**src/rtl/video_stream_out.sv**
```systemverilog
// video_stream_out
//
// Pixel-clock video output stage placed directly after the framebuffer's
// output stream. It generates raster timing for a parameterised mode, asks
// the framebuffer to preload at the start of vertical blanking, pops one
// RGB565 pixel per visible pixel, and drives registered sync/DE/colour.
// A frame whose preload has not finished by the first visible pixel is
// shown as black (DE still asserted) and counted as skipped.
//
// Ports:
//   clk_pix                 pixel clock, the only clock
//   reset_i                 synchronous active-high reset
//   stream_start_frame_o    one-cycle request to restart/preload the framebuffer
//   stream_preloading_i     framebuffer still preloading
//   stream_ena_o            pop one pixel this cycle (driven from registers only)
//   stream_data_i [15:0]    RGB565 pixel, valid in the stream_ena_o cycle
//   stream_err_underflow_i  framebuffer underflow flag
//   vga_hsync_o/vsync_o/de_o registered sync and data enable
//   vga_r_o/g_o/b_o [7:0]   registered 8-bit colour
//   underflow_o             sticky underflow status for the current frame
//   frame_skip_count_o[7:0] saturating count of blanked frames

module video_stream_out #(
    parameter int   H_ACTIVE = 640,
    parameter int   H_FP     = 16,
    parameter int   H_SYNC   = 96,
    parameter int   H_BP     = 48,
    parameter int   V_ACTIVE = 480,
    parameter int   V_FP     = 10,
    parameter int   V_SYNC   = 2,
    parameter int   V_BP     = 33,
    parameter logic HS_POL   = 1'b0,
    parameter logic VS_POL   = 1'b0
) (
    input  logic        clk_pix,
    input  logic        reset_i,
    output logic        stream_start_frame_o,
    input  logic        stream_preloading_i,
    output logic        stream_ena_o,
    input  logic [15:0] stream_data_i,
    input  logic        stream_err_underflow_i,
    output logic        vga_hsync_o,
    output logic        vga_vsync_o,
    output logic        vga_de_o,
    output logic [7:0]  vga_r_o,
    output logic [7:0]  vga_g_o,
    output logic [7:0]  vga_b_o,
    output logic        underflow_o,
    output logic [7:0]  frame_skip_count_o
);

    localparam int H_TOTAL = H_ACTIVE + H_FP + H_SYNC + H_BP;
    localparam int V_TOTAL = V_ACTIVE + V_FP + V_SYNC + V_BP;
    localparam int HW      = $clog2(H_TOTAL);
    localparam int VW      = $clog2(V_TOTAL);

    localparam logic [HW-1:0] H_LAST       = HW'(H_TOTAL - 1);
    localparam logic [HW-1:0] H_ACT        = HW'(H_ACTIVE);
    localparam logic [HW-1:0] H_SYNC_START = HW'(H_ACTIVE + H_FP);
    localparam logic [HW-1:0] H_SYNC_END   = HW'(H_ACTIVE + H_FP + H_SYNC);
    localparam logic [VW-1:0] V_LAST       = VW'(V_TOTAL - 1);
    localparam logic [VW-1:0] V_ACT        = VW'(V_ACTIVE);
    localparam logic [VW-1:0] V_ACT_LAST   = VW'(V_ACTIVE - 1);
    localparam logic [VW-1:0] V_SYNC_START = VW'(V_ACTIVE + V_FP);
    localparam logic [VW-1:0] V_SYNC_END   = VW'(V_ACTIVE + V_FP + V_SYNC);

    typedef enum logic [1:0] {
        BLANK,
        SHOW,
        SKIP
    } state_t;

    state_t        state;
    state_t        state_nxt;
    logic [HW-1:0] hcount;
    logic [VW-1:0] vcount;

    logic h_wrap;
    logic frame_wrap;
    logic blank_entry;
    logic active;
    logic hsync_on;
    logic vsync_on;

    assign h_wrap      = (hcount == H_LAST);
    assign frame_wrap  = h_wrap && (vcount == V_LAST);
    // The last active line is ending: the next position starts vertical blanking.
    assign blank_entry = h_wrap && (vcount == V_ACT_LAST);
    assign active      = (hcount < H_ACT) && (vcount < V_ACT);
    assign hsync_on    = (hcount >= H_SYNC_START) && (hcount < H_SYNC_END);
    assign vsync_on    = (vcount >= V_SYNC_START) && (vcount < V_SYNC_END);

    // Pop only from registered state, so there is no input-to-output path.
    assign stream_ena_o = (state == SHOW) && active;

    // Raster counters. Reset parks them at the start of vertical blanking so
    // the first frame after reset always begins with a full preload interval.
    always_ff @(posedge clk_pix) begin
        if (reset_i) begin
            hcount <= '0;
            vcount <= V_ACT;
        end else if (h_wrap) begin
            hcount <= '0;
            vcount <= (vcount == V_LAST) ? '0 : vcount + 1'b1;
        end else begin
            hcount <= hcount + 1'b1;
        end
    end

    always_ff @(posedge clk_pix) begin
        if (reset_i) begin
            state <= BLANK;
        end else begin
            state <= state_nxt;
        end
    end

    // The show/skip decision is taken on the edge that moves the counters to
    // (0,0), so the first visible pixel already sees the new state.
    always_comb begin
        state_nxt = state;
        case (state)
            BLANK: begin
                if (frame_wrap) begin
                    state_nxt = stream_preloading_i ? SKIP : SHOW;
                end
            end
            SHOW, SKIP: begin
                if (blank_entry) begin
                    state_nxt = BLANK;
                end
            end
            default: state_nxt = BLANK;
        endcase
    end

    // Registered video outputs, one cycle behind the counter position that
    // produced them; pixel data is captured at the end of its enable cycle.
    always_ff @(posedge clk_pix) begin
        if (reset_i) begin
            vga_hsync_o          <= ~HS_POL;
            vga_vsync_o          <= ~VS_POL;
            vga_de_o             <= 1'b0;
            vga_r_o              <= '0;
            vga_g_o              <= '0;
            vga_b_o              <= '0;
            stream_start_frame_o <= 1'b0;
        end else begin
            vga_hsync_o          <= hsync_on ? HS_POL : ~HS_POL;
            vga_vsync_o          <= vsync_on ? VS_POL : ~VS_POL;
            vga_de_o             <= active;
            stream_start_frame_o <= (hcount == '0) && (vcount == V_ACT);
            if (stream_ena_o) begin
                vga_r_o <= {stream_data_i[15:11], stream_data_i[15:13]};
                vga_g_o <= {stream_data_i[10:5],  stream_data_i[10:9]};
                vga_b_o <= {stream_data_i[4:0],   stream_data_i[4:2]};
            end else begin
                vga_r_o <= '0;
                vga_g_o <= '0;
                vga_b_o <= '0;
            end
        end
    end

    // Status: underflow is sticky for the frame and cleared by the frame-start
    // request; a new underflow in the same cycle wins. Skipped frames are
    // counted at the decision edge and saturate.
    always_ff @(posedge clk_pix) begin
        if (reset_i) begin
            underflow_o        <= 1'b0;
            frame_skip_count_o <= '0;
        end else begin
            if ((state == SHOW) && stream_err_underflow_i) begin
                underflow_o <= 1'b1;
            end else if (stream_start_frame_o) begin
                underflow_o <= 1'b0;
            end
            if ((state == BLANK) && (state_nxt == SKIP) &&
                (frame_skip_count_o != 8'hFF)) begin
                frame_skip_count_o <= frame_skip_count_o + 8'd1;
            end
        end
    end

endmodule
```
**config.mk**
```make
export PLATFORM = sky130hd
export DESIGN_NAME = video_stream_out
export DESIGN_NICKNAME = d
export VERILOG_FILES = /design/src/rtl/video_stream_out.sv
export SDC_FILE = /design/constraint.sdc
export NUM_CORES = 1
export LEC_CHECK = 0
export ABC_AREA = 1
export BUFFER_PORTS_ARGS = -buffer_cell sky130_fd_sc_hd__buf_2
export CORE_UTILIZATION = 53
export DETAILED_ROUTE_END_ITERATION = 8
export PLACE_DENSITY = 0.79
export SYNTH_ARGS = -nofsm -noshare
export SYNTH_HDL_FRONTEND = slang
export SYNTH_SLANG_ARGS = --single-unit
```
**constraint.sdc**
```tcl
create_clock -name clk_pix -period 2.4 [get_ports clk_pix]
set_clock_uncertainty 0.15 [all_clocks]
set_input_delay 0.48 -clock clk_pix [delete_from_list [all_inputs] [get_ports clk_pix]]
set_output_delay 0.48 -clock clk_pix [all_outputs]
set_load 0.01 [all_outputs]
```
==> flow_metrics.tcl, run 1 <==
set metrics [dict create \
    hpwlAfterDp_um 3610 \
    design_area_um2 2760 \
    r2r_slack_ps 440 \
    status "complete, no violations" \
    cp_max_fo 10 \
    cp-start-kind "flip-flop" \
    ant_nets 0 \
    drive_gt1_frac 0.223 \
    required_ps 2490 \
    ctsResizeCount 0 \
    cts-root-buf "clkbuf_8" \
    fp-row-count 23 \
    place_congestion 0.903 \
    clk_path_buf_depth 2 \
    start_util 0.574 \
    crit_path_end_kind "flip-flop" \
    syn_inst 321 \
    wire_per_inst_um 11.0 \
    yosysMostFrequentCell "nand2_1" \
    holdPathEnd "vga_b_o[2]" \
    grt_pass1_vias 1851 \
    min_delay_path_depth 3 \
    fillers 359 \
    grt_usage 0.218 \
    core_area_um2 4140 \
    leakagePower_nw 1.41 \
    synth_fp_nets 349 \
    portBuffers 57 \
    async_reset_ff_frac 0 \
    routed_wl_um 4710 \
    cpMaxStageDelayCell "dfxtp_1" \
    finalSetupViolations 0 \
    finalHoldViolCount 0 \
    worstPathArrival_ps 2050 \
    areaGrowthSynthToFinish_pct 15.9 \
    holdCritPathClass "input pin to flip-flop" \
    syn_area_um2 2380 \
    cts.sinks 51 \
    period_minus_slack_ps 1960 \
    r2r-start "hcount[0]" \
    postCtsSetupRepairBufs 0 \
    rsz0062_at_grt "false" \
    critPathKind "flip-flop to flip-flop" \
    die_area_um2 4760 \
    fmax_ghz 0.510 \
    min_period_over_period 0.817 \
    htree_levels 2 \
    crit_chain "ha_1 > nand2_1 > inv_1 > nand2_2 > nor2_8 > nand3_2 > nand2_1 > nand2_2 > a21oi_4 > nand4_1 > a21oi_1" \
    yosysSeqAreaShare 0.429 \
    drtPass1Iterations 4 \
    grt_antenna_before_repair 0 \
    yosys_register_bits 51 \
    dr_total_vias 2113 \
    synth.distinct_cells 29 \
    yosysTopAreaCell "dfxtp_1" \
    crit_path_max_incr_delay_ps 360 \
    yosysWarningCount 0 \
    r2r-end "frame_skip_count_o[1]" \
    clock_latency_ps 300 \
    drt_iter0_drc 187 \
    synth.avg_cell_area_um2 7.41 \
    dpl_cell_area_um2 2660 \
    die_h_um 69.0 \
    ioPinCount 58 \
    diodes 0 \
    grt_pass1_wl_um 7800 \
    hp-start "stream_data_i[4]" \
    synth_ff_type "dfxtp_1" \
    finalNetCount 403 \
    ctsHoldBuffers 0 \
    synthTopCellsByArea "dfxtp_1 43%, nand2_1 9.2%, inv_1 8.7%" \
    synth_edf_count 0 \
    synth_top_area_frac 0.429 \
    ir_drop_uv 497 \
    synth.top_cells.by_count "58 x nand2_1, 55 x inv_1, 52 x nor2_1" \
    p_per_area_nw_per_um2 514 \
    relSlewSlack 0.655 \
    reg2regPathDepth 11 \
    drc 0 \
    via_per_inst 4.96 \
    path_clk_slew_ps 100 \
    die_x_um 69.0 \
    tightest_slew_ps 516 \
    numCtsBuffers 5 \
    cts_tree "done" \
    finalSetupTns_ps 0 \
    drv_cap 0 \
    grt_max_degree 19 \
    drv_slew 0 \
    overflow 0 \
]
## metal layers
metal  global-route usage  up-vias  share of wire
met3               0.0576        2          0.071
met5                    0        -              0
li1                     -     1096              -
met1                0.292      952           0.47
met4               0.0306        0         0.0013
met2                0.359       63           0.45
## cells by family (layout without fill, tap and decap cells)
family / count (synthesis) / after routing / synth area share
simple gates: 164 / 164 / 0.321
xor+xnor: 9 / 9 / 0.0332
buf+inv: 68 / 123 / 0.121
compound gates: 21 / 21 / 0.0537
flops: 51 / 51 / 0.429
fa+ha+maj: 8 / 8 / 0.0421
## worst max-delay path: cells and delay by family, from the launching register on
kind / cells / cell delay, ps
AO/OA/AOI/OAI: 2 / 360
adder cells (fa/ha/maj): 1 / 180
buffers and inverters: 1 / 90
flip-flops: 1 / 360
AND/OR/NAND/NOR: 7 / 770
## report_power, final
group          total [W]  internal, W  switching, W
Combinational  0.0000518    0.0000228     0.0000289
Clock           0.000509     0.000215      0.000295
Sequential      0.000855     0.000851    0.00000361
## area by class of cell
type                            instances  area, µm²  share of cell area
Timing Repair Buffer                   58        293               0.106
Clock buffer                            5       68.8              0.0250
Sequential cell                        51       1020               0.371
Multi-Input combinational cell        202       1070               0.388
Clock inverter                          3       26.3             0.00954
Inverter                               57        214              0.0777
Tap cell                               50       62.6              0.0227
## registers in the layout, summed over array words and instances (netlist names)
register and flops:
hcount 10, vcount 10, frame_skip_count_o 8, vga_g_o 6
vga_b_o 5, vga_r_o 5, state 2, stream_start_frame_o 1
underflow_o 1, vga_de_o 1, vga_hsync_o 1, vga_vsync_o 1
## placed cells by master (no fill, tap or decap), drive strengths merged
master and n:
inv 59, clkinv 1, nor3 9, dfxtp 51, buf 58, o2111ai 1
ha 8, xnor2 2, nor4 2, o21ai 3, o21bai 1, clkbuf 5
nor3b 2, a21oi 14, nor2 57, nand3 22, xor2 7, nand2 64
nand4 8, a211oi 2
## metrics by stage
stage | hold slack, ps | total power [W] | worst slack (ps) | instances | utilization
6_report | 228 | 0.00142 | 438 | 426 | 0.665
5_1_grt | 216 | 0.00147 | 185 | 426 | 0.665
4_1_cts | 219 | 0.00143 | 415 | 426 | 0.665
3_5_place_dp | 281 | 0.000927 | 438 | 418 | 0.642
3_3_place_gp | 272 | 0.000925 | 521 | 418 | 0.642
2_1_floorplan | 247 | 0.000901 | 612 | 321 | -
## worst max path at each step
stage                     startpoint                    end  slack, ps  depth (start not counted)
after floorplan            hcount[0]  frame_skip_count_o[3]        610                         14
after global placement     hcount[0]              hcount[9]        520                          9
after detailed placement   hcount[0]  frame_skip_count_o[3]        440                         14
after CTS                  hcount[8]           stream_ena_o        410                          6
after global routing       hcount[0]  frame_skip_count_o[3]        180                         14
final                      hcount[0]  frame_skip_count_o[1]        440                         11
Note: power is estimated with default switching activity, not from simulation.
==> run 2, diff against run 1 <==
==> constraint.sdc (replaced) <==
create_clock -name clk_pix -period 1.9 [get_ports clk_pix]
set_clock_uncertainty 0.15 [all_clocks]
set_input_delay 0.38 -clock clk_pix [delete_from_list [all_inputs] [get_ports clk_pix]]
set_output_delay 0.38 -clock clk_pix [all_outputs]
set_load 0.01 [all_outputs]
==> flow_metrics.tcl, run 2 (same netlist as run 1, synthesis figures left out) <==
set metrics [dict create \
    ir_drop_uv 667 \
    cp_max_fo 4 \
    violations "negative setup slack" \
    drv_slew 0 \
    status "finished, violations left" \
    p_clk_frac 0.402 \
    start_util 0.574 \
    min_delay_path_depth 3 \
    cts.sinks 51 \
    p_comb_frac 0.037 \
    grt_pass1_vias 1893 \
    crit_path_max_incr_delay_ps 380 \
    routed_wl_um 5460 \
    crit_chain "nand2_4 > nor2_2 > nor4_4 > inv_1 > nor2_1 > buf_2" \
    p_int_w 0.00151 \
    top_regs "hcount x10, vcount x10, frame_skip_count_o x8" \
    core_area_um2 4140 \
    finalNetCount 417 \
    path_clk_slew_ps 100 \
    die_x_um 69.0 \
    portBuffers 57 \
    htree_levels 2 \
    crit_path_end_kind "primary output" \
    place_congestion 0.894 \
    holdCritPathClass "input pin to flip-flop" \
    ioPinCount 58 \
    die_h_um 69.0 \
    r2r_slack_ps 10 \
    design_power_total_w 0.00192 \
    cpMaxStageDelayCell "dfxtp_4" \
    final_cell_mix "57 x buf_2, 51 x inv_1, 47 x nand2_1, 44 x nor2_1, 38 x dfxtp_1" \
    finalHoldViolCount 0 \
    netSwitchingPower_w 0.000419 \
    die_area_um2 4760 \
    drtPass1Iterations 4 \
    holdPathEnd "vga_r_o[5]" \
    overflow 0 \
    relSlewSlack 0.756 \
    grt_max_degree 18 \
    worstPathArrival_ps 1380 \
    leakagePower_nw 1.52 \
    drc 0 \
    grt_usage 0.228 \
    finalSetupViolations 1 \
    reg2regPathDepth 11 \
    cts_tree "done" \
    numCtsBuffers 5 \
    drt_iter0_drc 182 \
    grt_pass1_wl_um 8020 \
    dp_slack_ps -42.0 \
    diodes 0 \
    final_common_cell "buf_2" \
    drv_cap 0 \
    cp-start-kind "flip-flop" \
    areaGrowthSynthToFinish_pct 29.4 \
    critPathKind "flip-flop to primary output" \
    hp-start "stream_data_i[13]" \
    r2r-start "hcount[1]" \
    dr_total_vias 2222 \
    setup_ws_ps -11.1 \
    wire_per_inst_um 12.4 \
    p_seq_frac 0.560 \
    clock_latency_ps 310 \
    cts-root-buf "clkbuf_8" \
    period_minus_slack_ps 1910 \
    rsz0062_at_grt "true" \
    fp-row-count 23 \
    r2r-end "frame_skip_count_o[2]" \
    switching_share 0.218 \
    clk_path_buf_depth 2 \
    tightest_slew_ps 365 \
    drive_gt1_frac 0.362 \
    grt_antenna_before_repair 0 \
    ant_nets 0 \
    hpwlAfterDp_um 3630 \
    p_per_area_nw_per_um2 626 \
    via_per_inst 5.05 \
    required_ps 1370 \
    crit_buf_inv 2 \
    min_period_over_period 1.01 \
    fmax_ghz 0.523 \
    critPathTopFamily "simple AND/OR/NAND/NOR gates" \
]
[run 2: metrics by stage]
| step | TNS [ps] | cells | hold WS, ps | area [µm²] | utilization |
|---|---|---|---|---|---|
| 6_report | -11.1 | 440 | 122 | 3080 | 0.742 |
| 5_1_grt | -694 | 440 | 107 | 3080 | 0.742 |
| 4_1_cts | 0 | 434 | 113 | 2850 | 0.687 |
| 3_5_place_dp | -186 | 425 | 270 | 2710 | 0.655 |
| 3_3_place_gp | 0 | 425 | 261 | 2710 | 0.655 |
| 2_1_floorplan | 0 | 321 | 247 | 2380 | - |
[run 2: what timing repair did]
item | CTS | global route
resized for setup | 4 | 56
setup endpoints to repair | 9 | 15
hold buffers | 0 | 0
pin swaps | 1 | 13
setup buffers | 1 | 6
[run 2: worst min-delay path, stage by stage]
cell and delay, ps:
buf_2 90, inv_1 40, nor2_1 30
[run 2: final cells by class]
| cell class | count | area (µm²) |
|---|---|---|
| fillers | 313 | 1070 |
| well taps | 50 | 62.6 |
| flip-flops and latches | 51 | 1040 |
| clock buffers | 5 | 68.8 |
| multi-input cells | 202 | 1240 |
| inverters | 57 | 214 |
| clock inverters | 3 | 47.5 |
| repair buffers | 72 | 398 |
[run 2: worst max-delay path by stage]
stage,start,to,depth (start not counted)
after floorplan,hcount[0],frame_skip_count_o[3],14
after global placement,hcount[0],frame_skip_count_o[3],14
after detailed placement,hcount[0],frame_skip_count_o[3],14
after CTS,vcount[1],frame_skip_count_o[3],14
after global routing,hcount[1],frame_skip_count_o[2],11
final,vcount[7],stream_ena_o,6
[run 2: routing by layer]
layer | track usage | part of all wire | vias up
met5 | 0 | 0 | -
met4 | 0.0816 | 0.025 | 0
met3 | 0.0707 | 0.074 | 19
met2 | 0.362 | 0.47 | 89
met1 | 0.289 | 0.43 | 990
li1 | - | - | 1124
[run 2: power groups by stage]
stage | sequential, W | combinational (W) | clock [W]
2_1_floorplan | 0.00111 | 0.0000324 | 0
3_3_place_gp | 0.00110 | 0.0000667 | 0
3_5_place_dp | 0.00110 | 0.0000672 | 0
4_1_cts | 0.00108 | 0.0000676 | 0.000789
5_1_grt | 0.00108 | 0.0000819 | 0.000829
6_report | 0.00108 | 0.0000717 | 0.000774
